**config.mk**
```make
export PLATFORM = sky130hd
export DESIGN_NAME = wb_arbiter
export DESIGN_NICKNAME = d
export VERILOG_FILES = /design/src/rtl/wb_arbiter_pkg.sv /design/src/rtl/wb_fifo.sv /design/src/rtl/wb_arbiter.sv
export SDC_FILE = /design/constraint.sdc
export NUM_CORES = 1
export LEC_CHECK = 0
export ABC_AREA = 1
export CAP_MARGIN = 10
export CORE_MARGIN = 3
export CORE_UTILIZATION = 50
export DETAILED_ROUTE_END_ITERATION = 12
export DONT_BUFFER_PORTS = 1
export PLACE_DENSITY = 0.71
export SYNTH_ARGS = -nofsm -noshare
export SYNTH_HDL_FRONTEND = slang
export SYNTH_SLANG_ARGS = --single-unit
export TNS_END_PERCENT = 100
```
**constraint.sdc**
```tcl
create_clock -name clk -period 4.5 [get_ports clk]
set_input_delay 0.9 -clock clk [delete_from_list [all_inputs] [get_ports clk]]
set_output_delay 0.9 -clock clk [all_outputs]
set_load 0.01 [all_outputs]
```
**src/rtl/wb_arbiter_pkg.sv**
```systemverilog
// Shared types and constants for the write-back arbiter: register-file geometry,
// the write-back result record, and a one-hot helper for the pending-write scoreboard.
package wb_arbiter_pkg;

    localparam int XLEN       = 32;
    localparam int REG_ADDR_W = 5;
    localparam int NUM_REGS   = 32;

    typedef struct packed {
        logic [REG_ADDR_W-1:0] waddr;
        logic [XLEN-1:0]       wdata;
    } wb_result_t;

    function automatic logic [NUM_REGS-1:0] reg_onehot(input logic [REG_ADDR_W-1:0] r);
        reg_onehot = NUM_REGS'(1) << r;
    endfunction

endpackage

```
**src/rtl/wb_fifo.sv**
```systemverilog
// Small FIFO for MDU results, with an extra wrap bit on each pointer so that
// full and empty can be told apart. The head entry is read combinationally.
module wb_fifo
    import wb_arbiter_pkg::*;
#(
    parameter int WIDTH = REG_ADDR_W + XLEN,
    parameter int DEPTH = 2
) (
    input  logic             clk,
    input  logic             rst,
    input  logic             push,
    input  logic [WIDTH-1:0] push_data,
    input  logic             pop,
    output logic [WIDTH-1:0] head,
    output logic             full,
    output logic             empty
);

    localparam int AW = $clog2(DEPTH);

    logic [AW:0]      wr_ptr;
    logic [AW:0]      rd_ptr;
    logic [WIDTH-1:0] mem [DEPTH];

    assign empty = (wr_ptr == rd_ptr);
    assign full  = (wr_ptr[AW] != rd_ptr[AW]) && (wr_ptr[AW-1:0] == rd_ptr[AW-1:0]);
    assign head  = mem[rd_ptr[AW-1:0]];

    always_ff @(posedge clk or posedge rst) begin
        if (rst) begin
            wr_ptr <= '0;
            rd_ptr <= '0;
        end else begin
            if (push && !full)
                wr_ptr <= wr_ptr + 1'b1;
            if (pop && !empty)
                rd_ptr <= rd_ptr + 1'b1;
        end
    end

    // Storage is never read while empty, so it needs no reset.
    always_ff @(posedge clk) begin
        if (push && !full)
            mem[wr_ptr[AW-1:0]] <= push_data;
    end

endmodule

```
**src/rtl/wb_arbiter.sv**
```systemverilog
// Write-back arbiter: merges in-order ALU results with buffered MDU results onto the
// register-file write port, with starvation protection and a pending-MDU scoreboard.
module wb_arbiter
    import wb_arbiter_pkg::*;
#(
    parameter int XLEN         = wb_arbiter_pkg::XLEN,
    parameter int MDU_DEPTH    = 2,
    parameter int STARVE_LIMIT = 8
) (
    input  logic                  clk,
    input  logic                  reset,
    input  logic                  alu_valid,
    input  logic [REG_ADDR_W-1:0] alu_waddr,
    input  logic [XLEN-1:0]       alu_wdata,
    output logic                  alu_stall,
    input  logic                  mdu_valid,
    output logic                  mdu_ready,
    input  logic [REG_ADDR_W-1:0] mdu_waddr,
    input  logic [XLEN-1:0]       mdu_wdata,
    input  logic                  issue_valid,
    input  logic [REG_ADDR_W-1:0] issue_waddr,
    output logic [NUM_REGS-1:0]   pend_mask,
    output logic                  wen,
    output logic [REG_ADDR_W-1:0] regWAddr,
    output logic [XLEN-1:0]       regWData
);

    localparam int CW = $clog2(STARVE_LIMIT + 1);

    logic                         fifo_full;
    logic                         fifo_empty;
    logic                         push;
    logic                         pop;
    logic                         alu_sel;
    logic [REG_ADDR_W+XLEN-1:0]   head;
    logic [REG_ADDR_W-1:0]        head_waddr;
    logic [XLEN-1:0]              head_wdata;
    logic [REG_ADDR_W-1:0]        sel_waddr;
    logic [XLEN-1:0]              sel_wdata;
    logic [CW-1:0]                starve_cnt;
    logic [CW-1:0]                starve_next;
    logic [NUM_REGS-1:0]          pend_next;

    wb_fifo #(
        .WIDTH (REG_ADDR_W + XLEN),
        .DEPTH (MDU_DEPTH)
    ) u_fifo (
        .clk       (clk),
        .rst       (reset),
        .push      (push),
        .push_data ({mdu_waddr, mdu_wdata}),
        .pop       (pop),
        .head      (head),
        .full      (fifo_full),
        .empty     (fifo_empty)
    );

    assign head_waddr = head[XLEN +: REG_ADDR_W];
    assign head_wdata = head[XLEN-1:0];

    // Ready is gated by reset so the MDU sees no acceptance while state is being cleared.
    assign mdu_ready = !fifo_full && !reset;
    assign push      = mdu_valid && mdu_ready;
    assign alu_sel   = alu_valid && !alu_stall;
    assign pop       = !alu_sel && !fifo_empty;

    always_comb begin
        sel_waddr = head_waddr;
        sel_wdata = head_wdata;
        if (alu_sel) begin
            sel_waddr = alu_waddr;
            sel_wdata = alu_wdata;
        end
    end

    always_ff @(posedge clk or posedge reset) begin
        if (reset) begin
            wen      <= 1'b0;
            regWAddr <= '0;
            regWData <= '0;
        end else if ((alu_sel || pop) && (sel_waddr != '0)) begin
            wen      <= 1'b1;
            regWAddr <= sel_waddr;
            regWData <= sel_wdata;
        end else begin
            wen      <= 1'b0;
        end
    end

    always_comb begin
        starve_next = starve_cnt;
        if (fifo_empty || pop)
            starve_next = '0;
        else if (alu_sel)
            starve_next = starve_cnt + 1'b1;
    end

    // Stall is registered from the next count so it is high in the very cycle the limit is hit.
    always_ff @(posedge clk or posedge reset) begin
        if (reset) begin
            starve_cnt <= '0;
            alu_stall  <= 1'b0;
        end else begin
            starve_cnt <= starve_next;
            alu_stall  <= (starve_next == CW'(STARVE_LIMIT));
        end
    end

    // Clear first, then set, so a same-edge issue to a register being retired stays pending.
    always_comb begin
        pend_next = pend_mask;
        if (pop)
            pend_next = pend_next & ~reg_onehot(head_waddr);
        if (issue_valid && (issue_waddr != '0))
            pend_next = pend_next | reg_onehot(issue_waddr);
        pend_next[0] = 1'b0;
    end

    always_ff @(posedge clk or posedge reset) begin
        if (reset)
            pend_mask <= '0;
        else
            pend_mask <= pend_next;
    end

    a_no_alu_raw_on_pending: assert property (
        @(posedge clk) disable iff (reset)
        (alu_sel && (alu_waddr != '0)) |-> !pend_mask[alu_waddr]
    );

endmodule

```
==> flow_summary.yaml, run 1 <==
grt:
  overflow: 0
  antenna_found_initial: 0
  grt_max_degree: 79
  grt_pass1_wl_mm: 23.0
  grt_pass1_vias: 4387
  grtUsageTotal_pct: 21.1
min_path:
  worst_hold_path_type: "reg2reg"
  worstHoldStart: "starve_cnt[0]$_DFF_PP0_"
layout:
  num_antenna_cells: 0
  final_common_cell: "nand2_1"
  syn_to_final_growth_pct: 10.7
  drive_gt1_share_pct: 7.03
  fill_cells: 1051
  final_cell_mix: "219 x nand2_1, 78 x dfrtp_1, 76 x nand3_1"
  fin_nets: 726
  seqCellArea_um2: 4170
  multi_input_area_um2: 1960
  utilization_pct: 57.8
synth:
  synth_edf_count: 74
  synthFlopType: "dfrtp_1"
  synthCells: 653
  async_flop_share_pct: 51.3
  synth_warnings: 0
  syn-cell-area_um2: 6400
  ys_seq_area_share_pct: 65.2
  yosysUniqueCellTypes: 25
  synth.avg_cell_area_um2: 9.80
  ys_ff_latch: 152
  synth_nets: 738
sta:
  rsz0062_at_grt: "false"
  finalHoldViolations: 0
  slew_headroom_pct: 22.6
  setup_viol: 0
  fmax_mhz: 383
  maxSlewViolCount: 0
  worst_slack_ps: 1890
  worst_slew_pin_slew_ps: 1160
  whs_ps: 512
  min_period_over_period_pct: 58.1
  setup_tns_ps: 0
  fin_crit_ps: 2610
  final.setup_skew_ps: 6.14
setup_path:
  arrival_ps: 2650
  crit_required_ps: 4530
  critical_path_class: "reg2reg"
  worstReg2RegStart: "u_fifo.rd_ptr[0]$_DFFE_PP0P_"
  crit_path_max_fanout: 39
  critPathLaunch: "u_fifo.rd_ptr[0]$_DFFE_PP0P_"
  cp-start-kind: "flop"
  end_kind: "flop"
power:
  ir_drop_uv: 422
  p_int_uw: 3180
  powerDensity_nw_per_um2: 709
  seq_power_share_pct: 47.9
  p_total_uw: 5020
  comb_power_share_pct: 23.5
  power.switching_uw: 1840
  leakage_uw: 0.00302
  switching_share_pct: 36.6
  power_frac_clock_pct: 28.6
detailed_routing:
  vias: 4520
  vias_per_cell: 5.50
  final_antenna_net_count: 0
  wl_mm: 14.8
  drc: 0
  drt_iter0_drc: 368
  firstDrtPassIters: 5
  wire_per_inst_um: 18.0
placed_design:
  hpwl_mm: 9.75
  gp_congestion: 0.903
  dp_slack_ps: 1470
  io_buffers: 0
die:
  rows: 40
  ioPinCount: 156
  die_x_um: 119
  die_h_um: 119
  dieArea_um2: 14200
  core_region_area_um2: 12300
  start_util_pct: 52.2
status:
  status: "finished clean"
clock_network:
  path_clk_slew_ps: 60
  htree_num_levels: 4
  cts_tree: "yes"
  numCtsBuffers: 17
  clk_path_buf_depth: 2
  cts-resized-gates: 0
  cts_root_buf: "clkbuf_16"
  clock_latency_ps: 420
  cts_sinks: 152
  postCtsSetupRepairBufs: 0
  hold_buffers: 0
job:
  maxCapViolCount: 0
cells by family (layout without fill, tap and decap cells):
kind of cell | count (synthesis) | after routing | synth area share (%)
AND/OR/NAND/NOR | 359 | 359 | 22.8
flip-flops | 152 | 152 | 65.2
AO/OA/AOI/OAI | 69 | 69 | 6.12
buffers and inverters | 63 | 64 | 4.48
XOR/XNOR | 8 | 8 | 1.10
adder cells (fa/ha/maj) | 1 | 1 | 0.196
other | 1 | 1 | 0.0586
routing by layer:
metal	share of wire, %	up-vias	global-route usage [%]	wire length (um)
li1	-	2154	-	-
met3	12	26	11.5	1780
met4	2.5	0	8.83	363
met2	49	201	34.7	7310
met5	0	-	0	0
met1	36	2139	22.6	5320
final timing paths:
path,endpoint,slack (ps),cells past startpoint
hold / removal,starve_cnt[0]$_DFF_PP0_,510,1
hold reg to reg,starve_cnt[0]$_DFF_PP0_,510,1
setup / recovery,u_fifo.mem[1][14]$_DFFE_PP_,1890,5
setup reg to reg,u_fifo.mem[1][14]$_DFFE_PP_,1890,5
max in group asynchronous,regWData[11]$_DFFE_PP0P_,3180,2
min in group asynchronous,u_fifo.wr_ptr[1]$_DFFE_PP0P_,690,2
power groups by stage:
stage	logic (uW)	clock network (uW)	registers (uW)
final	1180	1440	2400
after CTS	1190	1450	2420
after global placement	1130	0	2430
after detailed placement	1190	0	2440
after floorplan	966	0	2300
after global routing	1370	1520	2460
Yosys cell counts, types with 7 or more instances:
cell	count	area [um2]
nand2_1	220	826
dfrtp_1	78	1950
nand3_1	76	380
edfxtp_1	74	2220
nor2_1	53	199
a31oi_1	32	200
o21ai_0	32	160
inv_1	24	90.1
clkbuf_1	16	60.1
buf_2	10	50.1
nor3_1	7	35.0
flip-flops by register name, summed over array words and instances, names as in the netlist:
signal         flops
starve_cnt         4
regWData          32
u_fifo.mem        74
u_fifo.rd_ptr      2
regWAddr           5
pend_mask         31
wen                1
alu_stall          1
u_fifo.wr_ptr      2
area by class of cell:
cell class,instances,share of cell area [%]
well taps,168,2.97
repair buffers,3,0.318
inverters,29,1.55
flip-flops and latches,152,58.9
multi-input cells,438,27.7
clock buffers,20,6.45
clock inverters,12,2.08
critical path: stages, from the launching register on:
cell and delay [ps]:
dfrtp_1 370, buf_4 410, xnor2_1 180, nand2_1 100
nand3_1 200, nor2_4 930
per-stage QoR:
step,cell area [um2],cells
finish,7080,822
global route,7080,822
global placement,6480,790
floorplan,6400,653
CTS,7080,822
detailed placement,6480,790
No activity file was read; power rests on OpenSTA's default activity.
==> inputs of run 2 (changes only) <==
==> constraint.sdc (replaced) <==
create_clock -name clk -period 2.6 [get_ports clk]
set_input_delay 0.52 -clock clk [delete_from_list [all_inputs] [get_ports clk]]
set_output_delay 0.52 -clock clk [all_outputs]
set_load 0.01 [all_outputs]
==> flow_summary.yaml, run 2 (synthesis results as in run 1) <==
grt:
  overflow: 0
  grt_pass1_wl_mm: 23.5
  antenna_found_initial: 1
  grtUsageTotal_pct: 21.5
  grt_max_degree: 79
  use_met3_pct: 9.54
  use_met1_pct: 23.4
  busiest_layer: "met2"
  grt_pass1_vias: 4605
  use_met2_pct: 36.3
sta:
  maxSlewViolCount: 0
  worst_slack_ps: 546
  min_period_over_period_pct: 79.0
  final.setup_skew_ps: 7.01
  setup_viol: 0
  fmax_mhz: 487
  fin_crit_ps: 2050
  rsz0062_at_grt: "false"
  whs_ps: 194
  finalHoldViolations: 0
  slew_headroom_pct: 34.6
  worst_slew_pin_slew_ps: 981
die:
  dieArea_um2: 14200
  die_h_um: 119
  ioPinCount: 156
  die_x_um: 119
  rows: 40
  core_region_area_um2: 12300
  start_util_pct: 52.2
setup_path:
  worstReg2RegStart: "u_fifo.rd_ptr[0]$_DFFE_PP0P_"
  arrival_ps: 2350
  cp-start-kind: "flop"
  r2r-end: "pend_mask[6]$_DFF_PP0_"
  crit_required_ps: 2900
  setup.reg_to_reg.worst_slack_ps: 550
  reg2regPathDepth: 5
  critPathLaunch: "u_fifo.rd_ptr[0]$_DFFE_PP0P_"
  crit_path_max_fanout: 15
  end_kind: "flop"
  critical_path_class: "reg2reg"
power:
  leakage_uw: 0.00310
  ir_drop_uv: 644
  p_total_uw: 8970
  powerDensity_nw_per_um2: 1240
clock_network:
  cts_root_buf: "clkbuf_16"
  path_clk_slew_ps: 60
  clk_path_buf_depth: 2
  cts_tree: "yes"
  htree_num_levels: 4
  cts_sinks: 152
  hold_buffers: 0
  postCtsSetupRepairBufs: 0
  cts-resized-gates: 0
  clock_latency_ps: 420
  numCtsBuffers: 17
min_path:
  worstHoldStart: "mdu_wdata[9]"
  worst_hold_path_type: "in2reg"
  holdPathStages: 0
  min_to: "u_fifo.mem[1][9]$_DFFE_PP_"
layout:
  largest_register_ff_count: 74
  fin_nets: 736
  syn_to_final_growth_pct: 13.4
  fill_cells: 993
  final_common_cell: "nand2_1"
  drive_gt1_share_pct: 8.28
  final_cell_mix: "219 x nand2_1, 78 x dfrtp_1, 75 x nand3_1"
detailed_routing:
  firstDrtPassIters: 6
  vias_per_cell: 5.54
  wire_per_inst_um: 18.0
  drc: 0
  drt_iter0_drc: 415
  final_antenna_net_count: 0
  wl_mm: 15.0
  vias: 4613
placed_design:
  dp_slack_ps: 601
  gp_congestion: 0.893
  hpwl_mm: 10.3
  io_buffers: 0
job:
  maxCapViolCount: 0
status:
  status: "finished clean"
## run 2: changes by cell type in the layout (fill, tap and decap cells not counted), moves of 2 or more
cell,before,now
buf_12,0,3
bufinv_16,3,5
buf_4,3,10
clkinv_4,1,4
clkinv_2,6,2
## run 2: metal layers
layer	part of all wire, %	vias up
met3	11	22
met5	0	-
met2	50	202
met1	38	2201
li1	-	2188
met4	1.6	0
## run 2: worst max-delay path, cell delays in order (launching register included)
cell and delay [ps]:
dfrtp_1 460, xnor2_1 200, nand2_1 180, nand4_1 560
o21ai_0 420, nand2_1 100
## run 2: report_power, final
group | total (uW) | switching (uW) | internal (uW)
sequential | 4170 | 819 | 3350
combinational | 2150 | 1470 | 681
clock | 2650 | 928 | 1730
## run 2: final cells by class
cell class,count,area (um2),area share (%)
clock inverter,12,199,2.74
clock buffer,20,447,6.16
multi-input combinational,438,1970,27.2
timing repair buffer,13,135,1.86
sequential,152,4170,57.5
inverter,29,113,1.55
antenna,1,2.50,0.0345
tap,168,210,2.90
## run 2: worst max path at each step
stage / slack, ps / end
after floorplan: -4 / u_fifo.mem[1][0]$_DFFE_PP_
after global placement: 680 / regWData[13]$_DFFE_PP0P_
after CTS: 570 / regWData[26]$_DFFE_PP0P_
after global routing: 390 / regWData[26]$_DFFE_PP0P_
final: 550 / pend_mask[6]$_DFF_PP0_
after detailed placement: 600 / regWData[26]$_DFFE_PP0P_
## run 2: per-stage QoR
stage / instance area, um2 / setup TNS, ps / utilization, % / instances
final: 7250 / 0 / 59.2 / 833
after global routing: 7250 / 0 / 59.2 / 833
after CTS: 7250 / 0 / 59.1 / 832
after detailed placement: 6610 / 0 / 53.9 / 800
after global placement: 6610 / 0 / 53.9 / 800
after floorplan: 6430 / -157 / - / 653
==> inputs of run 3 (changes only) <==
--- a/config.mk
+++ b/config.mk
@@ -11,7 +11,7 @@
 export CORE_UTILIZATION = 50
 export DETAILED_ROUTE_END_ITERATION = 12
 export DONT_BUFFER_PORTS = 1
-export PLACE_DENSITY = 0.71
+export PLACE_DENSITY = 0.74
 export SYNTH_ARGS = -nofsm -noshare
 export SYNTH_HDL_FRONTEND = slang
 export SYNTH_SLANG_ARGS = --single-unit
==> constraint.sdc (replaced) <==
create_clock -name clk -period 1.8 [get_ports clk]
set_input_delay 0.36 -clock clk [delete_from_list [all_inputs] [get_ports clk]]
set_output_delay 0.36 -clock clk [all_outputs]
set_load 0.01 [all_outputs]
==> flow_summary.yaml, run 3 (synthesis results as in run 1) <==
placed_design:
  hpwl_mm: 10.7
  placed_area_um2: 6760
  gp_congestion: 0.908
  io_buffers: 0
die:
  core_region_area_um2: 12300
  ioPinCount: 156
  die_x_um: 119
  start_util_pct: 52.2
  die_h_um: 119
  dieArea_um2: 14200
  rows: 40
setup_path:
  cp_cell_sequence: "xnor2_2, a21oi_1"
  max_stage_delay_ps: 490
  reg2regPathDepth: 10
  critical_path_cell_count: 2
  critical_path_class: "reg2out"
  crit_path_max_fanout: 9
  critPathTopFamily: "flip-flops"
  crit_slowest_cell: "dfrtp_2"
  setup.reg_to_reg.worst_slack_ps: 150
  cp-start-kind: "flop"
  crit_buf_inv: 0
  r2r-end: "regWData[25]$_DFFE_PP0P_"
  arrival_ps: 1370
  worstReg2RegStart: "u_fifo.rd_ptr[0]$_DFFE_PP0P_"
  end_kind: "output port"
  crit_required_ps: 1440
sta:
  setup_viol: 0
  worst_slew_pin_slew_ps: 986
  maxSlewViolCount: 0
  rsz0062_at_grt: "false"
  final.setup_skew_ps: 13.8
  fmax_mhz: 577
  min_period_over_period_pct: 96.3
  finalHoldViolations: 0
  fin_crit_ps: 1730
  slew_headroom_pct: 34.0
power:
  power.switching_uw: 4700
  seq_power_share_pct: 46.4
  power_frac_clock_pct: 27.3
  p_total_uw: 13000
  p_int_uw: 8320
  ir_drop_uv: 919
  comb_power_share_pct: 26.3
  switching_share_pct: 36.1
  leakage_uw: 0.00318
  powerDensity_nw_per_um2: 1760
detailed_routing:
  vias_per_cell: 5.49
  drc: 0
  firstDrtPassIters: 6
  final_antenna_net_count: 0
  wire_per_inst_um: 17.7
  drt_iter0_drc: 373
  wl_mm: 15.0
  vias: 4640
min_path:
  worst_hold_path_type: "in2reg"
  worstHoldStart: "mdu_waddr[0]"
  min_to: "u_fifo.mem[1][32]$_DFFE_PP_"
  holdPathStages: 0
clock_network:
  numCtsBuffers: 17
  cts_tree: "yes"
  clk_path_buf_depth: 2
  cts_root_buf: "clkbuf_16"
  cts_sinks: 152
  clock_latency_ps: 420
  htree_num_levels: 4
  path_clk_slew_ps: 70
layout:
  utilization_pct: 60.4
  drive_gt1_share_pct: 10.6
  syn_to_final_growth_pct: 15.8
  num_antenna_cells: 0
  fin_nets: 749
  final_common_cell: "nand2_1"
  fill_cells: 1000
  largest_register_ff_count: 74
  final_cell_mix: "218 x nand2_1, 77 x dfrtp_1, 75 x nand3_1"
  postLayoutCellArea_um2: 7410
grt:
  grt_pass1_vias: 4702
  antenna_found_initial: 0
  grt_pass1_wl_mm: 23.6
  grtUsageTotal_pct: 21.5
  overflow: 0
  grt_max_degree: 79
job:
  maxCapViolCount: 0
status:
  status: "finished clean"
## run 3: cell count changes in the layout (fill, tap and decap cells not counted), moves of 2 or more
cell and change:
buf_12 +6, bufinv_16 -2, clkinv_2 +4, buf_4 +5
inv_6 +2, clkinv_4 -3
## run 3: repair_timing
action,4_1_cts,5_1_grt
gates cloned,0,1
hold buffers,1,0
resized for setup,1,4
buffers inserted,0,1
setup endpoints to repair,1,37
hold endpoints to repair,78,0
## run 3: worst max path at each step
| stage | start | endpoint | slack (ps) |
|---|---|---|---|
| after floorplan | reset | u_fifo.mem[1][0]$_DFFE_PP_ | -640 |
| after global placement | u_fifo.rd_ptr[0]$_DFFE_PP0P_ | regWData[25]$_DFFE_PP0P_ | 90 |
| after detailed placement | issue_waddr[1] | pend_mask[25]$_DFF_PP0_ | -40 |
| after CTS | u_fifo.rd_ptr[0]$_DFFE_PP0P_ | mdu_ready | 20 |
| after global routing | u_fifo.rd_ptr[0]$_DFFE_PP0P_ | mdu_ready | 5 |
| final | u_fifo.rd_ptr[0]$_DFFE_PP0P_ | mdu_ready | 70 |
## run 3: area by class of cell
class                   instances  area, um2  area share (%)
well taps                     168        210            2.84
repair buffers                 26        328            4.43
clock inverters                13        150            2.03
clock buffers                  19        443            5.98
flip-flops and latches        152       4180            56.4
inverters                      29        115            1.55
multi-input cells             438       1980            26.8
## run 3: metal layers
layer | share of wire [%] | GRT usage [%]
met1 | 36 | 23.4
met2 | 48 | 35.6
met3 | 12 | 10.3
met4 | 3.1 | 9.63
met5 | 0 | 0
## run 3: power groups by stage
stage	Clock (uW)	Combinational, uW	Sequential (uW)
after floorplan	0	2450	5750
after global placement	0	3250	6050
after detailed placement	0	3390	6090
after CTS	3610	3400	6040
after global routing	3750	3900	6170
final	3550	3430	6040
## run 3: worst reg2reg max path: cells and delay by family (launching register included)
kind	cells	cell delay (ps)
AOI/OAI and AO/OA	1	130
and+or+nand+nor	6	530
buffers and inverters	3	380
DFF	1	490
## run 3: stage by stage
stage | cells | hold WS [ps] | worst slack [ps] | TNS, ps
after global routing | 845 | 16.9 | 4.90 | 0
after floorplan | 653 | 450 | -644 | -47100
final | 845 | 27.2 | 66.7 | 0
after global placement | 810 | 414 | 89.2 | 0
after detailed placement | 810 | 423 | -37.7 | -58.0
after CTS | 843 | 11.1 | 20.1 | 0
